File: config.mk
export PLATFORM = sky130hd
export DESIGN_NAME = systolic_ctrl
export DESIGN_NICKNAME = d
export VERILOG_FILES = /design/src/rtl/systolic_pkg.sv /design/src/rtl/systolic_ctrl_skew_window.sv /design/src/rtl/systolic_ctrl.sv
export SDC_FILE = /design/constraint.sdc
export NUM_CORES = 1
export LEC_CHECK = 0
export CELL_PAD_IN_SITES_DETAIL_PLACEMENT = 1
export CELL_PAD_IN_SITES_GLOBAL_PLACEMENT = 2
export CORE_MARGIN = 2
export CORE_UTILIZATION = 28
export CTS_BUF_LIST = sky130_fd_sc_hd__clkbuf_16
export DETAILED_ROUTE_END_ITERATION = 12
export PLACE_DENSITY_LB_ADDON = 0.1
export SLEW_MARGIN = 20
export SYNTH_ARGS = -nofsm -noshare
export SYNTH_HDL_FRONTEND = slang
export SYNTH_SLANG_ARGS = --single-unit
File: constraint.sdc
create_clock -name clk -period 3.73 [get_ports clk]
set_input_delay 0.746 -clock clk [delete_from_list [all_inputs] [get_ports clk]]
set_output_delay 0.746 -clock clk [all_outputs]
set_load 0.05 [all_outputs]
File: src/rtl/systolic_pkg.sv
// systolic_pkg: shared control encodings and FSM states for the systolic array sequencer.
package systolic_pkg;

    localparam logic [1:0] IB_HOLD = 2'b00;
    localparam logic [1:0] IB_WR   = 2'b01;
    localparam logic [1:0] IB_RD   = 2'b10;
    localparam logic [1:0] IB_CLR  = 2'b11;

    localparam logic [1:0] PE_HOLD = 2'b00;
    localparam logic [1:0] PE_CLR  = 2'b01;
    localparam logic [1:0] PE_MAC  = 2'b10;

    typedef enum logic [2:0] {
        S_IDLE,
        S_LOAD_W,
        S_LOAD_IN,
        S_CLEAR,
        S_COMPUTE,
        S_DONE
    } state_t;

endpackage

File: src/rtl/systolic_ctrl_skew_window.sv
// skew_window: flags when the compute step counter lies inside [lo, hi].
module skew_window #(
    parameter int bits = 4
) (
    input  logic [bits-1:0] t,
    input  logic [bits-1:0] lo,
    input  logic [bits-1:0] hi,
    output logic            hit
);

    assign hit = (t >= lo) && (t <= hi);

endmodule

File: src/rtl/systolic_ctrl.sv
// systolic_ctrl: loads weight/input buffers from one source, clears the PEs and
// issues skewed read/MAC enables so every PE accumulates one dot product.
module systolic_ctrl
    import systolic_pkg::*;
#(
    parameter int width  = 16,
    parameter int rows   = 4,
    parameter int cols   = 4,
    parameter int vector = 4
) (
    input  logic                   clk,
    input  logic                   rst,
    input  logic                   start,
    input  logic                   src_valid,
    input  logic [width-1:0]       src_data,
    output logic                   src_ready,
    output logic                   busy,
    output logic                   done,
    output logic [rows*cols*2-1:0] ctlpe,
    output logic [rows*2-1:0]      ctlbw,
    output logic [cols*2-1:0]      ctlbin,
    output logic [width-1:0]       w,
    output logic [width-1:0]       in
);

    localparam int T  = rows + cols + vector - 1;
    localparam int KW = $clog2(((rows > cols) ? rows : cols) * vector + 1);
    localparam int TW = $clog2(T + 1);
    localparam logic [KW-1:0] K_W_LAST  = KW'(rows * vector - 1);
    localparam logic [KW-1:0] K_IN_LAST = KW'(cols * vector - 1);
    localparam logic [TW-1:0] T_LAST    = TW'(T - 1);

    state_t                   state, state_n;
    logic [KW-1:0]            k, k_n;
    logic [TW-1:0]            t, t_n;
    logic [rows-1:0]          win_w;
    logic [cols-1:0]          win_in;
    logic [rows*cols-1:0]     win_pe;
    logic [rows*cols*2-1:0]   ctlpe_n;
    logic [rows*2-1:0]        ctlbw_n;
    logic [cols*2-1:0]        ctlbin_n;
    logic [width-1:0]         w_n, in_n;
    logic                     hs;

    assign src_ready = (state == S_LOAD_W) || (state == S_LOAD_IN);
    assign busy      = state != S_IDLE;
    assign hs        = src_valid && src_ready;

    // Diagonal wavefront: row r / column c start reading r / c steps late, PE(r,c) one step after both arrive
    for (genvar r = 0; r < rows; r++) begin : g_w
        skew_window #(.bits(TW)) u_win (
            .t  (t),
            .lo (TW'(r)),
            .hi (TW'(r + vector - 1)),
            .hit(win_w[r])
        );
    end

    for (genvar c = 0; c < cols; c++) begin : g_in
        skew_window #(.bits(TW)) u_win (
            .t  (t),
            .lo (TW'(c)),
            .hi (TW'(c + vector - 1)),
            .hit(win_in[c])
        );
    end

    for (genvar r = 0; r < rows; r++) begin : g_pr
        for (genvar c = 0; c < cols; c++) begin : g_pc
            skew_window #(.bits(TW)) u_win (
                .t  (t),
                .lo (TW'(r + c + 1)),
                .hi (TW'(r + c + vector)),
                .hit(win_pe[r*cols+c])
            );
        end
    end

    always_comb begin
        state_n  = state;
        k_n      = k;
        t_n      = t;
        ctlpe_n  = '0;
        ctlbw_n  = '0;
        ctlbin_n = '0;
        w_n      = w;
        in_n     = in;
        case (state)
            S_IDLE: begin
                state_n = start ? S_LOAD_W : S_IDLE;
                k_n     = '0;
            end
            S_LOAD_W: if (hs) begin
                w_n = src_data;
                for (int r = 0; r < rows; r++)
                    if (int'(k) / vector == r) ctlbw_n[2*r +: 2] = IB_WR;
                k_n     = (k == K_W_LAST) ? '0 : k + 1'b1;
                state_n = (k == K_W_LAST) ? S_LOAD_IN : S_LOAD_W;
            end
            S_LOAD_IN: if (hs) begin
                in_n = src_data;
                for (int c = 0; c < cols; c++)
                    if (int'(k) / vector == c) ctlbin_n[2*c +: 2] = IB_WR;
                k_n     = (k == K_IN_LAST) ? '0 : k + 1'b1;
                state_n = (k == K_IN_LAST) ? S_CLEAR : S_LOAD_IN;
            end
            S_CLEAR: begin
                ctlpe_n = {rows*cols{PE_CLR}};
                t_n     = '0;
                state_n = S_COMPUTE;
            end
            S_COMPUTE: begin
                for (int r = 0; r < rows; r++)
                    ctlbw_n[2*r +: 2] = win_w[r] ? IB_RD : IB_HOLD;
                for (int c = 0; c < cols; c++)
                    ctlbin_n[2*c +: 2] = win_in[c] ? IB_RD : IB_HOLD;
                for (int p = 0; p < rows*cols; p++)
                    ctlpe_n[2*p +: 2] = win_pe[p] ? PE_MAC : PE_HOLD;
                t_n     = t + 1'b1;
                state_n = (t == T_LAST) ? S_DONE : S_COMPUTE;
            end
            S_DONE: begin
                t_n     = '0;
                state_n = S_IDLE;
            end
            default: state_n = S_IDLE;
        endcase
    end

    always_ff @(posedge clk or negedge rst) begin
        if (!rst) begin
            state  <= S_IDLE;
            k      <= '0;
            t      <= '0;
            ctlpe  <= '0;
            ctlbw  <= '0;
            ctlbin <= '0;
            w      <= '0;
            in     <= '0;
            done   <= 1'b0;
        end else begin
            state  <= state_n;
            k      <= k_n;
            t      <= t_n;
            ctlpe  <= ctlpe_n;
            ctlbw  <= ctlbw_n;
            ctlbin <= ctlbin_n;
            w      <= w_n;
            in     <= in_n;
            done   <= state == S_DONE;
        end
    end

endmodule

* Word level (Yosys, flattened, before mapping)
Index checks and enable logic that the tools add are counted.
** Storage, ports and cells
- Bits in registers :: 93
- Bits of input ports :: 20
- Output and inout port bits :: 83
- Logic and storage cells :: 88
** Cells by class
- Add/subtract/negate cells :: 2
- Order comparisons :: 16
- Equal/unequal tests :: 13
- Multiplexer cells :: 27
- Reductions and logical operators :: 21
** Operator list (number)
- $pmux 32 s2 :: 1
- $logic_not 32->1 :: 1
- $pmux 8 s2 :: 2
- $mux 2 :: 9
- $ge 4x3->1 const B :: 4
- $le 4x3->1 const B :: 4
- $pmux 3 s5 :: 1
- $eq 3x3->1 const B :: 4
- $le 4x4->1 const B :: 3
- $mux 5 :: 2
- $pmux 5 s2 :: 1
- $eq 3x2->1 const B :: 3
- $logic_and 1x1->1 :: 9
- $ge 4x1->1 const B :: 2
- $ge 4x2->1 const B :: 2
- $pmux 4 s2 :: 1
- $reduce_and 2->1 :: 4
- $mux 1 :: 7
- $mux 7 :: 1
- $mux 3 :: 2
- $add 5x1->5 const B :: 1
- $eq 5x4->1 const B :: 1
- $add 4x1->4 const B :: 1
- $eq 4x4->1 const B :: 1
- 9 further kinds :: 12

* Depth between registers and ports, before layout
- Depth in word-level cells :: 5
- Depth in mapped cells :: 7
- Gate-level depth less buffers :: 5

* Cells and area by module
Synthesis repeated with hierarchy kept, for this count alone.
** Second synthesis, totals
- Cells, all modules :: 873
- Area, all modules :: 7968.9 µm²
** By module, submodules not included
- skew_window :: instances 24, cells an instance 26, area an instance 196.4 µm², seq. area each 0.0 µm²
- systolic_ctrl :: instances 1, cells an instance 249, area an instance 3254.4 µm², seq. area each 1951.9 µm²

* Least setup slack after synthesis
OpenSTA, ideal clock, no wires.
- Kind :: register to output
- From :: register state[0]
- To :: output src_ready
- Arrival time :: 1.380 ns
- Data required time :: 2.984 ns
- Slack :: 1.604 ns
- Stages on the path, launching flop included :: 4
- Buffers on the path :: 1
- Cells stage by stage :: dfrtp_1 buf_6 xnor2_1 nor2_1
** On the way
- Longest elaborated chain between the ends :: 2
- Elaborated cells on any way between the ends :: 3
- Classes of those cells :: eq/ne: 2; reduce/logical: 1
** Ends and longest elaborated chain
- start, declared :: RTL line systolic_ctrl.sv:33 : state_t state, state_n;
- start signal, assigned :: RTL line systolic_ctrl.sv:142 : state <= state_n;
- $eq 3x1->1 or $eq 3x2->1 (tied branches) :: RTL line systolic_ctrl.sv:45 : assign src_ready = (state == S_LOAD_W) || (state == S_LOAD_IN);
- $logic_or 1x1->1 (*) :: RTL line systolic_ctrl.sv:45
- end, declared :: RTL line systolic_ctrl.sv:16 : output logic src_ready,
Mark *: on every way between the ends. The rest lies on a longest branch, timed or not.

* Final worst setup path
Same ends and word-level chain as after synthesis.

==> metrics.csv <==
metric,value,unit
tns,0,ns
maxSlewHeadroom,36.9,%
grtUsageTotal,14.5,%
cts_root_buffer,clkbuf_16,
synth-xor-area-share,0.297,%
pwr-share-comb,31.8,%
hold_ws,0.471,ns
synth_area,2950,um^2
hold_viol_final,0,
yosys_warnings,0,
timing.final.crit_share,78.3,%
muxShareOfSynthArea,0.382,%
dieHeight,107,um
cts_resized,0,
drc,0,
n_antenna_cell,0,
synth-compound-area-share,6.79,%
syn_nets,333,
drt_wl_total,7.76,mm
dr.first_iter.drc_count,69,
start_util,28.7,%
slowest_delay,0.84,ns
drt-wirelength-per-cell,14.7,um
cts_hold_buf,0,
crit_type,flop to primary output,
dieArea,11400,um^2
drv_slew,0,
fmax,342,MHz
startpoint,state[0],
grt_max_degree,41,
die_w,107,um
first_global_vias,2391,
tightest_slew,0.946,ns
num_rows,37,
place_area,3880,um^2
p_sw,0.000956,W
swShare,37.3,%
crit_required,2.98,ns
power.leakage,1.93,nW
rsz0062_at_grt,no,
post_cts_buffers,0,
coreArea,10300,um^2
p_seq_share,36.1,%
hold_class,flop to flop,
clockPowerShare,32.1,%
synthToLayoutAreaGrowth,41.4,%
synth_ff_type,dfrtp_1,
setup_violations,0,
synth.avg_cell_area,9.57,um^2
drive_gt1_share,5.88,%
cp.arrival,2.17,ns
hold_start,w[8],
skew,0.00726,ns
synth_edf_count,0,
grt_pass1_wl,12.7,mm
drt.antenna.violating_nets,0,
tritoncts,yes,
cts_sinks,67,
synth_top_family_by_area,simple AND/OR/NAND/NOR gates,
worstSkewPairLatency,0.33,ns
synth-simple-area-share,23.9,%
critPathLaunchType,flop,
vdd.ir_drop.worst,228,uV
ys_ff_latch,67,
synthAdderAreaFrac,2.12,%
antenna_found_initial,0,
yosysSeqAreaShare,56.9,%
viasPerCell,4.41,
r2r_slack,1.86,ns
stdcell_area,4170,um^2
numPortBuffers,102,
status,completed,
end_kind,primary output,
dp_hpwl,5.44,mm
async_flop_share,100,%
r2r-start,state[2],
vias,2323,
min_period,2.92,ns
io_pins,103,
numCtsBuffers,9,
syn_inst,308,
cp_max_fo,12,
slowest_stage,clkdlybuf4s50_1,
cts_max_level,3,
crit_chain,"xnor2_1, nor2_1, clkdlybuf4s50_1",
maxCapViolCount,0,
synth_cell_type_count,36,
clk_path_buf_depth,2,
grt_overflow,0,
dr.pass1.iters,5,
p_int,0.00161,W
clk_pin_slew_worst_paths,0.05,ns
gp_congestion,0.733,
powerDensity,616,nW/um^2
nets,411,
## power groups by stage
stage / clock, W / combinational, W / sequential (W)
after detailed placement: 0 / 0.000827 / 0.000941
after global placement: 0 / 0.000822 / 0.000937
after global routing: 0.000877 / 0.000873 / 0.000947
after floorplan: 0 / 0.000244 / 0.00122
after CTS: 0.000849 / 0.000829 / 0.000930
final: 0.000824 / 0.000816 / 0.000927
## placed cells by master, fill, tap and decap left out, types with 6 or more instances in the layout
| master | netlist | routed |
|---|---|---|
| nand2_1 | 103 | 103 |
| clkdlybuf4s50_1 | 0 | 101 |
| dfrtp_1 | 67 | 67 |
| nor2_1 | 18 | 18 |
| a21oi_1 | 9 | 9 |
| clkbuf_16 | 0 | 9 |
| inv_1 | 5 | 7 |
| o21ai_0 | 7 | 7 |
| nor3_1 | 6 | 6 |
| nand2b_1 | 6 | 6 |
## worst max-delay path: cells and delay by family (launching register included)
family                 cells  cell delay (ns)
XOR/XNOR                   1             0.19
flip-flops                 1             0.59
AND/OR/NAND/NOR            1             0.22
buffers and inverters      1             0.84
## synthesized netlist by cell type (all sizes together) (2+ instances only)
| cell type | count | area, um^2 |
|---|---|---|
| ha | 5 | 62.6 |
| or2 | 3 | 18.8 |
| nand3 | 4 | 20.0 |
| a21o | 2 | 15.0 |
| o21ai | 9 | 45.0 |
| clkbuf | 2 | 7.51 |
| nand2b | 7 | 51.3 |
| buf | 35 | 259 |
| dfrtp | 67 | 1680 |
| or3 | 3 | 18.8 |
| a41oi | 2 | 17.5 |
| a21oi | 9 | 45.0 |
| nor2 | 21 | 91.3 |
| and3 | 4 | 25.0 |
| nand2 | 104 | 393 |
| nor2b | 5 | 31.3 |
| a22o | 2 | 17.5 |
| a211oi | 4 | 30.0 |
| inv | 5 | 18.8 |
| nor3 | 6 | 30.0 |
## area by class of cell
| type | count | area (um^2) |
|---|---|---|
| clock buffers | 9 | 225 |
| clock inverters | 7 | 61.3 |
| fillers | 1177 | 6110 |
| inverters | 5 | 18.8 |
| multi-input cells | 199 | 986 |
| flip-flops and latches | 67 | 1680 |
| well taps | 136 | 170 |
| repair buffers | 104 | 1030 |
## registers in the layout, indices dropped and copies added, names as in the netlist
register  flops
done          1
t             4
k             5
w            16
ctlbin        8
state         3
ctlbw         6
ctlpe         8
in           16
## metrics by stage
stage	power, W	setup WS, ns	instances	utilization (%)
detailed placement	0.00177	1.17	511	37.8
floorplan	0.00147	1.60	308	-
global route	0.00270	0.624	527	40.6
global placement	0.00176	1.21	511	37.8
finish	0.00257	0.809	527	40.6
CTS	0.00261	0.796	527	40.6
## path summary, 6_finish.rpt
check / endpoint / depth (start not counted)
min in group asynchronous: t[3] / 1
max in group asynchronous: state[1] / 2
worst min-delay path: w[8] / 2
worst min register to register: w[8] / 2
worst max-delay path: src_ready / 3
worst max register to register: w[0] / 4
## kinds of logic (layout without fill, tap and decap cells)
group | count (synthesis) | count (layout)
and+or+nand+nor | 160 | 160
DFF | 67 | 67
buffers and inverters | 42 | 125
AOI/OAI and AO/OA | 32 | 32
adders and majority gates | 5 | 5
xor gates and xnor gates | 1 | 1
muxes | 1 | 1
## per-layer routing
metal	up-vias	GRT usage (%)	wire, um	share of wire [%]
met5	-	0	0	0
li1	1125	-	-	-
met3	9	4.56	477	6.1
met4	0	5.84	111	1.4
met1	1116	18.1	3450	44
met2	73	23.4	3720	48
No activity file was read; power rests on OpenSTA's default activity.
